**config.mk**
```make
export PLATFORM = sky130hd
export DESIGN_NAME = dino_game_ctrl_flat
export DESIGN_NICKNAME = d
export VERILOG_FILES = /design/src/rtl/dino_game_ctrl_if.sv /design/src/rtl/dino_game_ctrl.sv /design/src/flat_wrapper.sv
export SDC_FILE = /design/constraint.sdc
export NUM_CORES = 1
export LEC_CHECK = 0
export ABC_AREA = 1
export CAP_MARGIN = 5
export CORE_MARGIN = 3
export CORE_UTILIZATION = 29
export CTS_BUF_LIST = sky130_fd_sc_hd__clkbuf_4
export CTS_CLUSTER_SIZE = 25
export DETAILED_ROUTE_END_ITERATION = 10
export SETUP_SLACK_MARGIN = 0.1
export SKIP_LAST_GASP = 1
export SLEW_MARGIN = 10
export SYNTH_ARGS = -nofsm -noshare
export SYNTH_HDL_FRONTEND = slang
export SYNTH_SLANG_ARGS = --single-unit
export TNS_END_PERCENT = 100
```
**constraint.sdc**
```tcl
create_clock -name clk -period 3.25 [get_ports clk]
set_clock_uncertainty 0.05 [all_clocks]
set_input_delay 0.65 -clock clk [delete_from_list [all_inputs] [get_ports clk]]
set_output_delay 0.65 -clock clk [all_outputs]
set_load 0.01 [all_outputs]
```
**src/rtl/dino_game_ctrl_if.sv**
```systemverilog
// rtl/dino_game_ctrl_if.sv - button/sync inputs and sprite outputs of the dino game controller
interface dino_game_ctrl_if;
    logic        vga_vs;
    logic        start_btn;
    logic        jump_btn;
    logic        duck_btn;
    logic [7:0]  dino_x;
    logic [7:0]  dino_y;
    logic [7:0]  s_cac_x;
    logic [7:0]  s_cac_y;
    logic [1:0]  pose;
    logic        game_over;
    logic [15:0] score;

    modport master (
        output vga_vs, start_btn, jump_btn, duck_btn,
        input  dino_x, dino_y, s_cac_x, s_cac_y, pose, game_over, score
    );

    modport slave (
        input  vga_vs, start_btn, jump_btn, duck_btn,
        output dino_x, dino_y, s_cac_x, s_cac_y, pose, game_over, score
    );
endinterface

```
**src/rtl/dino_game_ctrl.sv**
```systemverilog
// rtl/dino_game_ctrl.sv - frame-ticked dino runner game state machine
module dino_game_ctrl #(
    parameter int DINO_X      = 100,
    parameter int GROUND_Y    = 200,
    parameter int CAC_START_X = 250,
    parameter int SCROLL      = 2,
    parameter int JUMP_V      = 12,
    parameter int COLLIDE_EN  = 1
) (
    input  logic             clk,
    input  logic             reset_n,
    dino_game_ctrl_if.slave  gif
);

    typedef enum logic [2:0] {
        S_IDLE,
        S_RUN,
        S_JUMP,
        S_DUCK,
        S_DEAD
    } state_t;

    localparam logic [7:0] DINO_X_C    = 8'(DINO_X);
    localparam logic [7:0] GROUND_C    = 8'(GROUND_Y);
    localparam logic [7:0] CAC_START_C = 8'(CAC_START_X);
    localparam logic [7:0] SCROLL_C    = 8'(SCROLL);
    localparam logic [7:0] JUMP_Y_C    = 8'(GROUND_Y - JUMP_V);
    localparam logic [7:0] JUMP_V0_C   = 8'(1 - JUMP_V);
    localparam logic signed [9:0] GROUND_S = 10'(GROUND_Y);

    state_t      state_q, state_d;
    logic        vs_q, vs_d;
    logic [7:0]  dino_x_q, dino_x_d;
    logic [7:0]  dino_y_q, dino_y_d;
    logic [7:0]  cac_x_q, cac_x_d;
    logic [7:0]  cac_y_q, cac_y_d;
    logic [7:0]  v_q, v_d;
    logic [15:0] score_q, score_d;
    logic [1:0]  pose_q, pose_d;
    logic        game_over_q, game_over_d;

    logic              tick;
    logic              moving;
    logic signed [9:0] land_sum;
    logic [8:0]        cx9, dx9, dy9, cy9, top9;
    logic              hit;

    always_comb begin
        state_d     = state_q;
        dino_x_d    = DINO_X_C;
        dino_y_d    = dino_y_q;
        cac_x_d     = cac_x_q;
        cac_y_d     = GROUND_C;
        v_d         = v_q;
        score_d     = score_q;
        vs_d        = gif.vga_vs;
        tick        = vs_q & ~gif.vga_vs;
        moving      = (state_q == S_RUN) || (state_q == S_JUMP) || (state_q == S_DUCK);
        land_sum    = $signed({2'b00, dino_y_q}) + $signed({{2{v_q[7]}}, v_q});

        if (tick) begin
            if (moving) begin
                if (cac_x_q < SCROLL_C) begin
                    cac_x_d = CAC_START_C;
                    if (score_q != 16'hFFFF) begin
                        score_d = score_q + 16'd1;
                    end
                end else begin
                    cac_x_d = cac_x_q - SCROLL_C;
                end
            end

            case (state_q)
                S_IDLE: begin
                    dino_y_d = GROUND_C;
                    cac_x_d  = CAC_START_C;
                    if (gif.start_btn) begin
                        state_d = S_RUN;
                    end
                end
                S_RUN: begin
                    if (gif.jump_btn) begin
                        state_d  = S_JUMP;
                        dino_y_d = JUMP_Y_C;
                        v_d      = JUMP_V0_C;
                    end else if (gif.duck_btn) begin
                        state_d = S_DUCK;
                    end
                end
                S_JUMP: begin
                    // Gravity: velocity grows by one per frame until the dino is back on the ground.
                    if (land_sum >= GROUND_S) begin
                        dino_y_d = GROUND_C;
                        v_d      = 8'd0;
                        state_d  = S_RUN;
                    end else begin
                        dino_y_d = land_sum[7:0];
                        v_d      = v_q + 8'd1;
                    end
                end
                S_DUCK: begin
                    if (!gif.duck_btn) begin
                        state_d = S_RUN;
                    end
                end
                S_DEAD: begin
                    if (gif.start_btn) begin
                        state_d  = S_RUN;
                        dino_y_d = GROUND_C;
                        cac_x_d  = CAC_START_C;
                        score_d  = 16'd0;
                        v_d      = 8'd0;
                    end
                end
                default: state_d = S_IDLE;
            endcase
        end

        // Collision uses this frame's updated positions and overrides landing.
        cx9  = {1'b0, cac_x_d};
        dx9  = {1'b0, DINO_X_C};
        dy9  = {1'b0, dino_y_d};
        cy9  = {1'b0, GROUND_C};
        top9 = (state_d == S_DUCK) ? dy9 + 9'd16 : dy9;
        hit  = (cx9 <= dx9 + 9'd31) && (dx9 <= cx9 + 9'd31) &&
               (top9 <= cy9 + 9'd31) && (dy9 + 9'd31 >= cy9);
        if (tick && moving && hit && (COLLIDE_EN != 0)) begin
            state_d = S_DEAD;
        end

        case (state_d)
            S_IDLE:  pose_d = 2'd0;
            S_JUMP:  pose_d = 2'd2;
            S_DUCK:  pose_d = 2'd3;
            default: pose_d = 2'd1;
        endcase
        game_over_d = (state_d == S_DEAD);
    end

    always_ff @(posedge clk or negedge reset_n) begin
        if (!reset_n) begin
            state_q     <= S_IDLE;
            vs_q        <= 1'b1;
            dino_x_q    <= DINO_X_C;
            dino_y_q    <= GROUND_C;
            cac_x_q     <= CAC_START_C;
            cac_y_q     <= GROUND_C;
            v_q         <= 8'd0;
            score_q     <= 16'd0;
            pose_q      <= 2'd0;
            game_over_q <= 1'b0;
        end else begin
            state_q     <= state_d;
            vs_q        <= vs_d;
            dino_x_q    <= dino_x_d;
            dino_y_q    <= dino_y_d;
            cac_x_q     <= cac_x_d;
            cac_y_q     <= cac_y_d;
            v_q         <= v_d;
            score_q     <= score_d;
            pose_q      <= pose_d;
            game_over_q <= game_over_d;
        end
    end

    assign gif.dino_x    = dino_x_q;
    assign gif.dino_y    = dino_y_q;
    assign gif.s_cac_x   = cac_x_q;
    assign gif.s_cac_y   = cac_y_q;
    assign gif.pose      = pose_q;
    assign gif.game_over = game_over_q;
    assign gif.score     = score_q;

endmodule

```
**src/flat_wrapper.sv**
```systemverilog
// flat-port wrapper written by rule: the top's interface ports become plain ports
module dino_game_ctrl_flat 
#(
    parameter int DINO_X      = 100,
    parameter int GROUND_Y    = 200,
    parameter int CAC_START_X = 250,
    parameter int SCROLL      = 2,
    parameter int JUMP_V      = 12,
    parameter int COLLIDE_EN  = 1
)
  (clk, reset_n, gif_vga_vs, gif_start_btn, gif_jump_btn, gif_duck_btn, gif_dino_x, gif_dino_y, gif_s_cac_x, gif_s_cac_y, gif_pose, gif_game_over, gif_score);
  dino_game_ctrl_if gif_i ();
  input  logic clk;
  input  logic reset_n;
  input wire logic [$bits(gif_i.vga_vs)-1:0] gif_vga_vs;
  input wire logic [$bits(gif_i.start_btn)-1:0] gif_start_btn;
  input wire logic [$bits(gif_i.jump_btn)-1:0] gif_jump_btn;
  input wire logic [$bits(gif_i.duck_btn)-1:0] gif_duck_btn;
  output wire logic [$bits(gif_i.dino_x)-1:0] gif_dino_x;
  output wire logic [$bits(gif_i.dino_y)-1:0] gif_dino_y;
  output wire logic [$bits(gif_i.s_cac_x)-1:0] gif_s_cac_x;
  output wire logic [$bits(gif_i.s_cac_y)-1:0] gif_s_cac_y;
  output wire logic [$bits(gif_i.pose)-1:0] gif_pose;
  output wire logic [$bits(gif_i.game_over)-1:0] gif_game_over;
  output wire logic [$bits(gif_i.score)-1:0] gif_score;
  assign gif_i.vga_vs = gif_vga_vs;
  assign gif_i.start_btn = gif_start_btn;
  assign gif_i.jump_btn = gif_jump_btn;
  assign gif_i.duck_btn = gif_duck_btn;
  assign gif_dino_x = gif_i.dino_x;
  assign gif_dino_y = gif_i.dino_y;
  assign gif_s_cac_x = gif_i.s_cac_x;
  assign gif_s_cac_y = gif_i.s_cac_y;
  assign gif_pose = gif_i.pose;
  assign gif_game_over = gif_i.game_over;
  assign gif_score = gif_i.score;
  dino_game_ctrl #(.DINO_X(DINO_X), .GROUND_Y(GROUND_Y), .CAC_START_X(CAC_START_X), .SCROLL(SCROLL), .JUMP_V(JUMP_V), .COLLIDE_EN(COLLIDE_EN)) u_core (.clk(clk), .reset_n(reset_n), .gif(gif_i));
endmodule
```
==> key figures <==
Status
  • Status: finished clean

Clock network
  • Clock slew at reported path FFs: 150 ps
  • H-tree Lvls: 2
  • # hold bufs at CTS: 0
  • CTS Buf Count: 5
  • CTS root buffer: clkbuf_4
  • CTS Buffer Depth: 2
  • Clock Latency Late Sink: 380 ps
  • CTS Sinks: 47
  • CTS tree: yes

Die
  • Initial Util: 30.04%
  • Core Region: 12160 µm²
  • Total die area: 13980 µm²
  • Die width: 118.2 µm
  • I/O pins: 57
  • Cell Rows: 40
  • Die Height: 118.2 µm

Synth
  • Sequential area share after synthesis: 32.53%
  • Avg Synthesized Cell Area: 7.150 µm²
  • Yosys cell types: 51
  • #FFs+latches synth: 47
  • Mapped cell area: 3654 µm²
  • Post-Syn Instances: 511
  • Synth warn: 0
  • Post-synth EDFFs: 0
  • Ys flop type: dfrtp_1
  • Post-synthesis async set-or-reset flop share: 100.0%

STA
  • RSZ-0062 raised after global routing: false
  • Setup tns final: 0 ps
  • Final setup viols: 0
  • Max Fclk: 0.3427 GHz
  • Final min period: 2918 ps
  • Final Hold Fails: 0
  • Fin. max-slew vios: 0
  • Slew margin rel.: 29.32%
  • Hold WS: 390.5 ps
  • Final period util: 89.78%
  • Slew of the pin with the lowest slew margin: 1060 ps

Pwr
  • Sequential Power Share: 28.3%
  • Clock network fraction of design power: 8.2%
  • Net Sw Power: 1.746 mW
  • Net Sw Frac: 49.78%
  • Leakage power: 2.162 nW
  • Combinational Power Share: 63.5%
  • Overall power: 3.507 mW
  • Int Pwr: 1.761 mW
  • PwrDens: 800.9 nW/µm²
  • VDD IR max: 0.3353 mV

Global routing
  • Initial antenna violation count: 0
  • Vias in the first global route: 3396
  • Grt total ovfl: 0
  • First-pass GRT wire length: 15.79 mm
  • All-layer global routing usage: 13.36%
  • Pin count of the biggest net entering global routing: 48

Final layout
  • Layout Nets: 591
  • # diodes: 0
  • Share of cells above drive strength 1: 15.94%
  • Commonest non-fill, non-tap cell in the layout: nand2_1
  • Most frequent cells in the layout: nand2_1 (110), inv_1 (77), nor2_1 (51)
  • Area Growth Syn to Fin: 19.86%
  • Post-route cell area: 4379 µm²

Worst setup path
  • Worst R2R End: u_core.state_q[0]
  • Reg2reg path depth: 19
  • Reg-to-reg startpoint: u_core.v_q[0]
  • Setup CP Type: reg -> reg
  • Critical Path Start Type: flop
  • CP required: 3480 ps
  • CP arrival: 3150 ps
  • CP Capture Type: flop
  • Worst-path maximum fanout: 5
  • Reg2reg setup slack: 330 ps

Routing
  • Wire per inst: 12.23 µm
  • Antenna Violating Nets Remaining: 0
  • Drt first pass iters: 4
  • # DRC: 0
  • Via count: 3312
  • Drt total wl: 9.036 mm
  • 1st-iter DRT viols: 167
  • Post-DR vias/cell: 4.482

Worst hold path
  • Worst Hold Class: in -> async

Place
  • Placed cell area: 4250 µm²
  • Gpl congestion: 0.9004
  • IO buf count: 40
  • Hpwl dp: 7.135 mm

Run
  • Maxcap violations: 0
per-layer routing:
metal,share of wire [%],global-route usage [%]
met5,0,0
met4,1.5,3.297
met3,4.2,3.014
met2,48,23.08
met1,47,16.85
logic make-up after synthesis:
family | Yosys count | synth area share (%)
other | 2 | 0.2056
buffers and inverters | 108 | 13.19
XOR/XNOR | 13 | 3.116
adder cells (fa/ha/maj) | 15 | 5.343
flip-flops | 47 | 32.53
AO/OA/AOI/OAI | 67 | 11.16
AND/OR/NAND/NOR | 259 | 34.45
flip-flops by register name, indices dropped and copies added (netlist names):
name	count
u_core.vs_q	1
u_core.v_q	8
u_core.gif.score	16
u_core.gif.s_cac_x	8
u_core.gif.pose	2
u_core.gif.dino_y	8
u_core.gif.game_over	1
u_core.state_q	3
area by class of cell:
class                      instances  area (µm²)
clock buffer                       5       37.54
clock inverter                     3       15.01
fill                            1278        7782
inverter                          90       345.3
multi-input combinational        370        2067
sequential                        47        1189
tap                              168       210.2
timing repair buffer              56       515.5
synthesized netlist by cell type, types with 3 or more instances:
cell type    n  area (µm²)
nand3b_1     3       22.52
nand4_1     10       62.56
o21ai_0     23       115.1
a21oi_1     19       95.09
nand3_2      3       30.03
nand2_4      5       56.30
inv_2       11       41.29
dfstp_2     10       262.8
nor3_1       7       35.03
nand3_1     36       180.2
a22oi_1      6       45.04
buf_4       16       120.1
nand2_2      9       56.30
inv_1       77       289.0
nor2_4       5       56.30
nor2_1      51       191.4
nand2_1    114       427.9
ha_1        14       175.2
a31oi_1      3       18.77
xor2_1      11       96.34
dfrtp_1     37       925.9
nor2_2       4       25.02
what timing repair did:
item	CTS	global route
endpoints found under the setup margin	1	6
resized for setup	0	12
endpoints found under the hold margin	0	0
buffers inserted	1	5
pin swaps	0	6
worst max-delay path by stage:
| stage | from | to | slack (ps) | cells past startpoint |
|---|---|---|---|---|
| 2_1_floorplan | u_core.gif.dino_y[0] | u_core.state_q[0] | 530 | 21 |
| 3_3_place_gp | gif_vga_vs | u_core.state_q[0] | 70 | 21 |
| 3_5_place_dp | gif_vga_vs | u_core.state_q[0] | 40 | 21 |
| 4_1_cts | u_core.v_q[0] | u_core.state_q[0] | 130 | 21 |
| 5_1_grt | u_core.gif.dino_y[6] | u_core.state_q[0] | 110 | 14 |
| 6_report | u_core.v_q[0] | u_core.state_q[0] | 330 | 19 |
critical path, cell delays in order, from the launching register on:
cell and delay, ps:
dfrtp_1 410, ha_2 190, inv_1 50, fa_2 340, nand3b_1 190, nand2_1 110, nand2_1 70, nand2_1 80
nand2_1 50, nand2_1 80, nand3_1 80, nand2_1 90, nand3_1 170, a21oi_2 250, inv_2 60, a21oi_1 130
nand2_1 80, nand2_2 90, nand3_4 90, and2_1 150
power groups by stage:
| stage | clock network [mW] | registers, mW | logic (mW) |
|---|---|---|---|
| 2_1_floorplan | 0 | 0.988 | 1.47 |
| 3_3_place_gp | 0 | 1.01 | 2.05 |
| 3_5_place_dp | 0 | 1.01 | 2.08 |
| 4_1_cts | 0.306 | 0.998 | 2.11 |
| 5_1_grt | 0.327 | 1.02 | 2.52 |
| 6_report | 0.287 | 0.992 | 2.23 |
through the flow:
stage               utilization [%]  setup slack [ps]  instances
finish                        36.01             332.2        739
global route                  36.01             107.7        739
CTS                           35.44             131.5        734
detailed placement            34.95             35.54        725
global placement              34.95             72.77        725
floorplan                         -             528.0        525
No activity file was read; power rests on OpenSTA's default activity.
